--- config.mk ---
export PLATFORM = sky130hd
export DESIGN_NAME = bt_rx_ctrl
export DESIGN_NICKNAME = d
export VERILOG_FILES = /design/src/rtl/bt_rx_ctrl.sv
export SDC_FILE = /design/constraint.sdc
export NUM_CORES = 1
export LEC_CHECK = 0
export ABC_AREA = 0
export ABC_CLOCK_PERIOD_IN_PS = 3100
export CELL_PAD_IN_SITES_DETAIL_PLACEMENT = 0
export CELL_PAD_IN_SITES_GLOBAL_PLACEMENT = 1
export CORE_ASPECT_RATIO = 0.9
export CORE_MARGIN = 4
export CORE_UTILIZATION = 45
export CTS_CLUSTER_SIZE = 8
export DETAILED_ROUTE_END_ITERATION = 8
export PLACE_DENSITY_LB_ADDON = 0.1
export SETUP_SLACK_MARGIN = 0.05
export SYNTH_ARGS = -nofsm -noshare
export SYNTH_HDL_FRONTEND = slang
export SYNTH_SLANG_ARGS = --single-unit
--- constraint.sdc ---
create_clock -name clk_in -period 3.1 [get_ports clk_in]
set_input_delay 0.465 -clock clk_in [delete_from_list [all_inputs] [get_ports clk_in]]
set_output_delay 0.465 -clock clk_in [all_outputs]
set_load 0.005 [all_outputs]
--- src/rtl/bt_rx_ctrl.sv ---
// bt_rx_ctrl: frame receiver for a UART byte stream.
// Frame: 0xAA, CMD, LEN, LEN payload bytes, then CHK (only when
// BT_RX_CHECKSUM_EN is defined; CHK = XOR of CMD, LEN, payload).
// Ports: clk_in, reset (async, active-low); rx_data/rx_valid in;
// cmd/len/payload/cmd_valid out, cmd_ack in; frame_err pulse; busy.
module bt_rx_ctrl #(
  parameter int MAX_LEN     = 4,
  parameter int TIMEOUT_CYC = 50000
) (
  input  logic                 clk_in,
  input  logic                 reset,
  input  logic [7:0]           rx_data,
  input  logic                 rx_valid,
  output logic [7:0]           cmd,
  output logic [2:0]           len,
  output logic [8*MAX_LEN-1:0] payload,
  output logic                 cmd_valid,
  input  logic                 cmd_ack,
  output logic                 frame_err,
  output logic                 busy
);

  localparam int CW = $clog2(TIMEOUT_CYC + 1);
  localparam logic [CW-1:0] TO_LAST = CW'(TIMEOUT_CYC - 1);

`ifdef BT_RX_CHECKSUM_EN
  typedef enum logic [2:0] {
    IDLE, GET_CMD, GET_LEN, GET_DATA, GET_CHK, HOLD
  } state_t;
`else
  typedef enum logic [2:0] {
    IDLE, GET_CMD, GET_LEN, GET_DATA, HOLD
  } state_t;
`endif

  state_t state_q, state_d;

  logic [7:0]           cmd_q, cmd_d;
  logic [2:0]           len_q, len_d;
  logic [8*MAX_LEN-1:0] pay_q, pay_d;
  logic                 err_q, err_d;
  logic [CW-1:0]        cnt_q, cnt_d;
  logic [2:0]           idx_q, idx_d;
  // Staging copies: outputs only change when a frame is accepted.
  logic [7:0]           scmd_q, scmd_d;
  logic [2:0]           slen_q, slen_d;
  logic [8*MAX_LEN-1:0] sbuf_q, sbuf_d;
`ifdef BT_RX_CHECKSUM_EN
  logic [7:0]           chk_q, chk_d;
`endif

  logic idle_st;
  logic timeout;
  logic accept;

  always_comb begin
    state_d = state_q;
    cmd_d   = cmd_q;
    len_d   = len_q;
    pay_d   = pay_q;
    scmd_d  = scmd_q;
    slen_d  = slen_q;
    sbuf_d  = sbuf_q;
    idx_d   = idx_q;
    err_d   = 1'b0;
    accept  = 1'b0;
`ifdef BT_RX_CHECKSUM_EN
    chk_d   = chk_q;
`endif

    idle_st = (state_q == IDLE) || (state_q == HOLD);
    cnt_d   = (rx_valid || idle_st) ? '0 : cnt_q + 1'b1;
    // A byte arriving in the expiry cycle wins over the timeout.
    timeout = !rx_valid && !idle_st && (cnt_q == TO_LAST);

    if (timeout) begin
      state_d = IDLE;
      err_d   = 1'b1;
    end else begin
      unique case (state_q)
        IDLE: begin
          if (rx_valid && rx_data == 8'hAA) begin
            state_d = GET_CMD;
            sbuf_d  = '0;
            idx_d   = '0;
          end
        end
        GET_CMD: begin
          if (rx_valid) begin
            scmd_d  = rx_data;
`ifdef BT_RX_CHECKSUM_EN
            chk_d   = rx_data;
`endif
            state_d = GET_LEN;
          end
        end
        GET_LEN: begin
          if (rx_valid) begin
            if (rx_data > 8'(MAX_LEN)) begin
              state_d = IDLE;
              err_d   = 1'b1;
            end else begin
              slen_d = rx_data[2:0];
              idx_d  = '0;
`ifdef BT_RX_CHECKSUM_EN
              chk_d  = chk_q ^ rx_data;
`endif
              if (rx_data == 8'd0) begin
`ifdef BT_RX_CHECKSUM_EN
                state_d = GET_CHK;
`else
                accept  = 1'b1;
`endif
              end else begin
                state_d = GET_DATA;
              end
            end
          end
        end
        GET_DATA: begin
          if (rx_valid) begin
            for (int i = 0; i < MAX_LEN; i++) begin
              if (idx_q == 3'(i)) sbuf_d[8*i +: 8] = rx_data;
            end
`ifdef BT_RX_CHECKSUM_EN
            chk_d = chk_q ^ rx_data;
`endif
            if (idx_q == slen_q - 3'd1) begin
`ifdef BT_RX_CHECKSUM_EN
              state_d = GET_CHK;
`else
              accept  = 1'b1;
`endif
            end else begin
              idx_d = idx_q + 3'd1;
            end
          end
        end
`ifdef BT_RX_CHECKSUM_EN
        GET_CHK: begin
          if (rx_valid) begin
            if (rx_data == chk_q) begin
              accept = 1'b1;
            end else begin
              state_d = IDLE;
              err_d   = 1'b1;
            end
          end
        end
`endif
        HOLD: begin
          // Ack releases the frame; a same-cycle byte is seen as in IDLE.
          if (cmd_ack) begin
            state_d = IDLE;
            if (rx_valid && rx_data == 8'hAA) begin
              state_d = GET_CMD;
              sbuf_d  = '0;
              idx_d   = '0;
            end
          end else if (rx_valid) begin
            err_d = 1'b1;
          end
        end
        default: state_d = IDLE;
      endcase
    end

    if (accept) begin
      state_d = HOLD;
      cmd_d   = scmd_d;
      len_d   = slen_d;
      pay_d   = sbuf_d;
    end
  end

  always_ff @(posedge clk_in or negedge reset) begin
    if (!reset) begin
      state_q <= IDLE;
      cmd_q   <= '0;
      len_q   <= '0;
      pay_q   <= '0;
      err_q   <= 1'b0;
      cnt_q   <= '0;
      idx_q   <= '0;
      scmd_q  <= '0;
      slen_q  <= '0;
      sbuf_q  <= '0;
`ifdef BT_RX_CHECKSUM_EN
      chk_q   <= '0;
`endif
    end else begin
      state_q <= state_d;
      cmd_q   <= cmd_d;
      len_q   <= len_d;
      pay_q   <= pay_d;
      err_q   <= err_d;
      cnt_q   <= cnt_d;
      idx_q   <= idx_d;
      scmd_q  <= scmd_d;
      slen_q  <= slen_d;
      sbuf_q  <= sbuf_d;
`ifdef BT_RX_CHECKSUM_EN
      chk_q   <= chk_d;
`endif
    end
  end

  assign cmd       = cmd_q;
  assign len       = len_q;
  assign payload   = pay_q;
  assign frame_err = err_q;
  assign cmd_valid = (state_q == HOLD);
  assign busy      = (state_q != IDLE);

endmodule
==> metrics.txt, run 1 <==
# TYPE chip_impl_metric gauge
chip_impl_metric{name="placement.setup.worst_slack",unit="ns"} 0.2138
chip_impl_metric{name="yosysWarningCount",unit=""} 0
chip_impl_metric{name="worst_clock_skew",unit="ns"} 0.007821
chip_impl_info{name="path_class_of_the_lowest_slack_min_delay_path",value="in -> async"} 1
chip_impl_metric{name="first_iter_violations",unit=""} 330
chip_impl_metric{name="cts.htree.levels",unit=""} 3
chip_impl_info{name="grt_setup_unrepaired",value="false"} 1
chip_impl_metric{name="cts.sink_count",unit=""} 109
chip_impl_metric{name="power.leakage",unit="nW"} 2.921
chip_impl_metric{name="fmax",unit="MHz"} 395.0
chip_impl_metric{name="dp.final_hpwl",unit="mm"} 8.143
chip_impl_metric{name="diodes",unit=""} 0
chip_impl_metric{name="drive_gt1_share",unit="%"} 28.32
chip_impl_metric{name="grt_pass1_vias",unit=""} 3627
chip_impl_metric{name="finalHoldWorstSlack",unit="ns"} 0.09401
chip_impl_info{name="tritoncts",value="built"} 1
chip_impl_metric{name="post_dp_cell_area",unit="um2"} 5969
chip_impl_metric{name="place_inst",unit=""} 641
chip_impl_metric{name="critical_path_required",unit="ns"} 3.34
chip_impl_info{name="synth_largest_area_cell",value="sky130_fd_sc_hd__dfrtp_1"} 1
chip_impl_metric{name="cts.clk_slew.worst_paths",unit="ns"} 0.07
chip_impl_metric{name="drc_errors",unit=""} 0
chip_impl_metric{name="final_cell_count_no_fill",unit=""} 657
chip_impl_metric{name="ys_async_sr_fraction",unit="%"} 100.0
chip_impl_metric{name="fp.dieArea",unit="um2"} 13190
chip_impl_metric{name="synth-seq-cells",unit=""} 109
chip_impl_metric{name="grt_max_degree",unit=""} 43
chip_impl_info{name="clock_tree.root_cell",value="sky130_fd_sc_hd__clkbuf_16"} 1
chip_impl_metric{name="power.density",unit="nW/um2"} 629.5
chip_impl_metric{name="timing.final.hold_violations",unit=""} 0
chip_impl_metric{name="rows",unit=""} 36
chip_impl_info{name="setup.worst_path.start_class",value="input pin"} 1
chip_impl_metric{name="final.setup.worst_slack",unit="ns"} 0.5682
chip_impl_info{name="run_status",value="completed"} 1
chip_impl_info{name="crit_path_end_kind",value="register"} 1
chip_impl_info{name="synth_ff_type",value="sky130_fd_sc_hd__dfrtp_1"} 1
chip_impl_metric{name="period_needed",unit="ns"} 2.532
chip_impl_metric{name="totalNegativeSetupSlack",unit="ns"} 0
chip_impl_metric{name="postCtsHoldBufs",unit=""} 0
chip_impl_metric{name="setup_failing_eps_final",unit=""} 0
chip_impl_metric{name="vdd.ir_drop.worst",unit="mV"} 0.3335
chip_impl_metric{name="totalWireLength",unit="mm"} 11.68
chip_impl_metric{name="synth_edf_count",unit=""} 0
chip_impl_metric{name="max_slew_margin",unit="%"} 60.00
chip_impl_metric{name="worst-path-max-fanout",unit=""} 15
chip_impl_metric{name="later_pin_clock_latency_in_the_skew_report",unit="ns"} 0.35
chip_impl_metric{name="dr_total_vias",unit=""} 3521
chip_impl_metric{name="portBuffers",unit=""} 57
chip_impl_metric{name="grt_antenna_before_repair",unit=""} 0
chip_impl_metric{name="critPathArrivalTime",unit="ns"} 2.77
chip_impl_metric{name="synth_top_cell_area_share",unit="%"} 53.11
chip_impl_metric{name="synth_area_per_cell",unit="um2"} 11.81
chip_impl_metric{name="number_of_nets_in_the_synthesized_netlist",unit=""} 454
chip_impl_metric{name="detail_route.first_pass.iterations",unit=""} 4
chip_impl_metric{name="maxCapViolCount",unit=""} 0
chip_impl_metric{name="start_util",unit="%"} 46.73
chip_impl_metric{name="cts_inserted_buffers",unit=""} 9
chip_impl_metric{name="dieHeight",unit="um"} 109.4
chip_impl_info{name="post_synth_main_area_contributors",value="sky130_fd_sc_hd__dfrtp_1, sky130_fd_sc_hd__mux2_2, sky130_fd_sc_hd__nand3_2"} 1
chip_impl_metric{name="post_drt_wl_per_cell",unit="um"} 17.78
chip_impl_metric{name="syn-cell-area",unit="um2"} 5136
chip_impl_metric{name="fin_crit_sh",unit="%"} 81.67
chip_impl_info{name="timing_worst_setup_path_type",value="in -> reg"} 1
chip_impl_metric{name="grt_first_pass_wirelength",unit="mm"} 19.12
chip_impl_metric{name="final_area",unit="um2"} 6255
chip_impl_metric{name="detail_route.vias_per_cell",unit=""} 5.359
chip_impl_metric{name="core",unit="um2"} 10990
chip_impl_metric{name="tightestPinTransition",unit="ns"} 0.6000
chip_impl_metric{name="ant_nets",unit=""} 0
chip_impl_metric{name="chipWidth",unit="um"} 120.6
chip_impl_metric{name="globalRouteOverflowTotal",unit=""} 0
chip_impl_metric{name="syn-instance-count",unit=""} 435
chip_impl_metric{name="boundaryPins",unit=""} 58
chip_impl_metric{name="grt.total_usage",unit="%"} 18.71
chip_impl_metric{name="clock_path_buffers",unit=""} 2
chip_impl_metric{name="globalplace.congestion",unit=""} 0.7978
chip_impl_metric{name="flow.area_growth_from_synthesis",unit="%"} 21.78
chip_impl_metric{name="power.total",unit="mW"} 3.938
chip_impl_metric{name="report.final.slew_viol_count",unit=""} 0
chip_impl_metric{name="final_nets",unit=""} 519
chip_impl_metric{name="finish.utilization",unit="%"} 56.91
chip_impl_metric{name="post_cts_resized",unit=""} 0
chip_impl_metric{name="synth_seq_area_share",unit="%"} 53.11
chip_impl_metric{name="synthDistinctLibCells",unit=""} 45
chip_impl_metric{name="setup_buffers_after_cts",unit=""} 0
-- layout by cell type (no fill, tap or decap), types with 8 or more instances in the layout --
cell type                         count
sky130_fd_sc_hd__dfrtp_1            109
sky130_fd_sc_hd__clkdlybuf4s50_1     56
sky130_fd_sc_hd__mux2_2              55
sky130_fd_sc_hd__nand3_2             40
sky130_fd_sc_hd__nor2_1              31
sky130_fd_sc_hd__nand3_1             30
sky130_fd_sc_hd__nand2_1             29
sky130_fd_sc_hd__buf_4               24
sky130_fd_sc_hd__nand3b_1            20
sky130_fd_sc_hd__xnor2_1             10
sky130_fd_sc_hd__clkbuf_16            9
sky130_fd_sc_hd__inv_1                8
-- worst paths after layout --
| kind | slack, ns | end | depth (start not counted) | start |
|---|---|---|---|---|
| setup / recovery | 0.57 | payload[6] | 7 | rx_data[6] |
| hold / removal | 0.09 | payload[0] | 1 | reset |
| setup reg to reg | 0.84 | payload[3] | 7 | slen_q[0] |
| hold reg to reg | 0.49 | cnt_q[0] | 1 | cnt_q[0] |
| max in group asynchronous | 2.25 | sbuf_q[18] | 2 | reset |
| min in group clk_in | 0.49 | cnt_q[0] | 1 | cnt_q[0] |
-- cell usage after synthesis (4+ instances only) --
cell and instances:
sky130_fd_sc_hd__dfrtp_1 109, sky130_fd_sc_hd__mux2_2 55, sky130_fd_sc_hd__nand3_2 40, sky130_fd_sc_hd__nor2_1 32
sky130_fd_sc_hd__nand3_1 30, sky130_fd_sc_hd__nand2_1 29, sky130_fd_sc_hd__nand3b_1 20, sky130_fd_sc_hd__clkbuf_1 15
sky130_fd_sc_hd__xnor2_1 10, sky130_fd_sc_hd__buf_2 8, sky130_fd_sc_hd__inv_1 8, sky130_fd_sc_hd__and3_1 7
sky130_fd_sc_hd__ha_1 7, sky130_fd_sc_hd__xor2_1 7, sky130_fd_sc_hd__a22o_1 6, sky130_fd_sc_hd__nand4_1 5
sky130_fd_sc_hd__nor3_1 4
-- layer usage --
metal / up-vias / part of all wire (%) / track usage, %
li1: 1676 / - / -
met2: 81 / 47 / 29.80
met5: - / 0 / 0
met1: 1754 / 47 / 26.20
met4: 0 / 0.99 / 4.773
met3: 10 / 5.2 / 4.218
-- critical path, stage by stage --
cell,delay [ns]
sky130_fd_sc_hd__clkdlybuf4s50_1,0.49
sky130_fd_sc_hd__or4_4,0.58
sky130_fd_sc_hd__or4b_1,0.50
sky130_fd_sc_hd__buf_4,0.24
sky130_fd_sc_hd__nor2_1,0.15
sky130_fd_sc_hd__a211oi_1,0.08
sky130_fd_sc_hd__mux2_2,0.26
-- cell type report --
cell class	instances	area (um2)
Timing Repair Buffer	82	780.7
Multi-Input combinational cell	290	2241
Sequential cell	109	2728
Clock inverter	6	46.29
Clock buffer	10	239.0
Inverter	8	30.03
Tap cell	152	190.2
Fill cell	961	4736
-- power breakdown --
group | switching (mW) | internal (mW) | total [mW]
sequential | 0.168 | 1.66 | 1.83
combinational | 0.571 | 0.429 | 1.00
clock | 0.538 | 0.573 | 1.11
total | 1.28 | 2.66 | 3.94
-- state kept, by name (all words and copies together) (netlist names), 3 cells and up --
register	count
payload	32
sbuf_q	32
cnt_q	16
cmd	8
scmd_q	8
idx_q	3
len	3
slen_q	3
state_q	3
-- cell families after synthesis --
kind of cell,Yosys count,share of synthesized area (%)
AOI/OAI and AO/OA,25,3.557
DFF,109,53.11
xor gates and xnor gates,17,2.899
muxes,58,12.64
adders and majority gates,7,1.705
and+or+nand+nor,183,22.41
buffers and inverters,36,3.678
(Power assumes the default switching activity.)
==> run 2, diff against run 1 <==
Settings changed: ABC_CLOCK_PERIOD_IN_PS 3100 to 2500.
Clock period 3.1 ns to 2.5 ns, I/O delays scaled along.
==> run 2 against run 1 <==
  * Power rose by 27%
  * Count of clock-buffer cells in the layout rose by 1
  * Critical path depth did not move
  * Register-to-register slack got worse by 0.40 ns
  * Worst setup slack got worse by 0.43 ns
  * Sequential power rose by 23%
  * Worst hold slack improved by 0.40 ns
  * Routed wire length fell by 0.14%
  * Combinational power rose by 27%
  * Critical path type unchanged
  * Critical endpoint is now payload[31]
  * Largest power group unchanged
==> metrics.txt, run 2 (same netlist as run 1, synthesis figures left out) <==
# TYPE chip_impl_metric gauge
chip_impl_metric{name="drive_gt1_share",unit="%"} 28.77
chip_impl_metric{name="chipWidth",unit="um"} 120.6
chip_impl_info{name="grt_setup_unrepaired",value="false"} 1
chip_impl_metric{name="layout.filler_cells",unit=""} 975
chip_impl_info{name="timing_worst_setup_path_type",value="in -> reg"} 1
chip_impl_metric{name="register_area",unit="um2"} 2728
chip_impl_info{name="tritoncts",value="built"} 1
chip_impl_metric{name="placement.setup.worst_slack",unit="ns"} -0.3430
chip_impl_info{name="path_class_of_the_lowest_slack_min_delay_path",value="reg -> reg"} 1
chip_impl_metric{name="cts.sink_count",unit=""} 109
chip_impl_info{name="clock_tree.root_cell",value="sky130_fd_sc_hd__clkbuf_16"} 1
chip_impl_metric{name="tightestPinTransition",unit="ns"} 0.5690
chip_impl_metric{name="start_util",unit="%"} 46.73
chip_impl_metric{name="critPathArrivalTime",unit="ns"} 2.60
chip_impl_metric{name="detail_route.first_pass.iterations",unit=""} 7
chip_impl_metric{name="detail_route.vias_per_cell",unit=""} 5.341
chip_impl_metric{name="power.density",unit="nW/um2"} 784.6
chip_impl_metric{name="globalRouteOverflowTotal",unit=""} 0
chip_impl_metric{name="cts.htree.levels",unit=""} 3
chip_impl_metric{name="vdd.ir_drop.worst",unit="mV"} 0.5221
chip_impl_metric{name="setup_failing_eps_final",unit=""} 0
chip_impl_metric{name="cts_inserted_buffers",unit=""} 9
chip_impl_metric{name="final_cell_count_no_fill",unit=""} 663
chip_impl_metric{name="dieHeight",unit="um"} 109.4
chip_impl_metric{name="grt_first_pass_wirelength",unit="mm"} 19.40
chip_impl_metric{name="power.leakage",unit="nW"} 2.966
chip_impl_metric{name="totalWireLength",unit="mm"} 11.67
chip_impl_info{name="path_delay_family",value="simple AND/OR/NAND/NOR gates"} 1
chip_impl_metric{name="first_iter_violations",unit=""} 342
chip_impl_metric{name="critical_path_required",unit="ns"} 2.74
chip_impl_metric{name="worst-path-max-fanout",unit=""} 10
chip_impl_info{name="run_status",value="completed"} 1
chip_impl_metric{name="worst_clock_skew",unit="ns"} 0.004638
chip_impl_metric{name="grt_max_degree",unit=""} 53
chip_impl_metric{name="setup_buffers_after_cts",unit=""} 0
chip_impl_metric{name="flow.area_growth_from_synthesis",unit="%"} 23.80
chip_impl_metric{name="clock_path_buffers",unit=""} 2
chip_impl_metric{name="multi_input_area",unit="um2"} 2241
chip_impl_metric{name="fp.dieArea",unit="um2"} 13190
chip_impl_metric{name="ant_nets",unit=""} 0
chip_impl_metric{name="dr_total_vias",unit=""} 3541
chip_impl_metric{name="timing.final.hold_violations",unit=""} 0
chip_impl_info{name="crit_path_end_kind",value="register"} 1
chip_impl_metric{name="core",unit="um2"} 10990
chip_impl_metric{name="report.final.slew_viol_count",unit=""} 0
chip_impl_metric{name="place_inst",unit=""} 646
chip_impl_metric{name="globalplace.congestion",unit=""} 0.8198
chip_impl_metric{name="boundaryPins",unit=""} 58
chip_impl_metric{name="post_drt_wl_per_cell",unit="um"} 17.59
chip_impl_metric{name="maxCapViolCount",unit=""} 0
chip_impl_metric{name="final_area",unit="um2"} 6359
chip_impl_metric{name="grt.total_usage",unit="%"} 19.16
chip_impl_info{name="mostFrequentLayoutCell",value="sky130_fd_sc_hd__dfrtp_1"} 1
chip_impl_metric{name="later_pin_clock_latency_in_the_skew_report",unit="ns"} 0.35
chip_impl_metric{name="fin_crit_sh",unit="%"} 94.48
chip_impl_info{name="crit_path_cell_trace",value="clkdlybuf4s50_1 > or4_4 > or4b_1 > buf_4 > nand3_1 > o211ai_1 > mux2_2"} 1
chip_impl_info{name="cpMaxStageDelayCell",value="sky130_fd_sc_hd__or4_4"} 1
chip_impl_metric{name="dp.final_hpwl",unit="mm"} 7.926
chip_impl_metric{name="drc_errors",unit=""} 0
chip_impl_metric{name="final_nets",unit=""} 525
chip_impl_metric{name="rows",unit=""} 36
chip_impl_metric{name="post_dp_cell_area",unit="um2"} 6045
chip_impl_info{name="setup.worst_path.start_class",value="input pin"} 1
chip_impl_metric{name="grt_antenna_before_repair",unit=""} 0
chip_impl_metric{name="max_slew_margin",unit="%"} 61.89
chip_impl_metric{name="period_needed",unit="ns"} 2.362
chip_impl_metric{name="diodes",unit=""} 0
chip_impl_metric{name="cts.clk_slew.worst_paths",unit="ns"} 0.07
chip_impl_metric{name="reg2reg_setup_slack",unit="ns"} 0.44
chip_impl_metric{name="critPathMaxStageDelay",unit="ns"} 0.54
chip_impl_metric{name="grt_pass1_vias",unit=""} 3580
chip_impl_info{name="layout_common_cells",value="sky130_fd_sc_hd__dfrtp_1, sky130_fd_sc_hd__mux2_2, sky130_fd_sc_hd__clkdlybuf4s50_1"} 1
chip_impl_metric{name="portBuffers",unit=""} 57
chip_impl_metric{name="final.setup.worst_slack",unit="ns"} 0.1380
chip_impl_metric{name="worstPathBufferInverterCount",unit=""} 2
chip_impl_metric{name="fmax",unit="MHz"} 423.4
## run 2: power by group
| part | total [mW] | switching [mW] | internal [mW] |
|---|---|---|---|
| clock | 1.45 | 0.647 | 0.807 |
| sequential | 2.26 | 0.206 | 2.06 |
| combinational | 1.27 | 0.714 | 0.557 |
| total | 4.99 | 1.57 | 3.42 |
## run 2: path summary, 6_finish.rpt
check,to,cells past startpoint,from
setup / recovery,payload[31],7,rx_data[4]
hold / removal,cnt_q[0],1,cnt_q[0]
setup reg to reg,payload[31],6,state_q[0]
hold reg to reg,cnt_q[0],1,cnt_q[0]
max in group asynchronous,payload[21],3,reset
min in group asynchronous,payload[7],2,reset
## run 2: layer usage
layer | vias to the layer above | share of wire [%] | GRT usage (%)
met4 | 0 | 1.1 | 4.612
li1 | 1672 | - | -
met3 | 9 | 5.0 | 5.556
met2 | 70 | 46 | 29.20
met5 | - | 0 | 0
met1 | 1790 | 48 | 27.23
## run 2: through the flow
| stage | hold slack [ns] | power (mW) | util [%] | TNS (ns) |
|---|---|---|---|---|
| 6_report | 0.4896 | 4.989 | 57.86 | 0 |
| 5_1_grt | 0.5145 | 5.292 | 57.86 | 0 |
| 4_1_cts | 0.4907 | 5.039 | 57.82 | 0 |
| 3_5_place_dp | 0.3426 | 3.576 | 55.00 | -10.94 |
| 3_3_place_gp | 0.3362 | 3.535 | 55.00 | -8.382 |
| 2_1_floorplan | 0.07941 | 3.111 | - | 0 |
## run 2: final cells by class
cell class	instances	share of cell area, %
flip-flops and latches	109	42.90
multi-input cells	290	35.24
repair buffers	88	13.66
clock buffers	11	3.817
well taps	152	2.991
clock inverters	5	0.9248
inverters	8	0.4723
## run 2: what timing repair did
action | CTS | global route
hold buffers | 1 | 0
resized for setup | 1 | 1
endpoints found under the hold margin | 29 | 0
endpoints found under the setup margin | 2 | 1
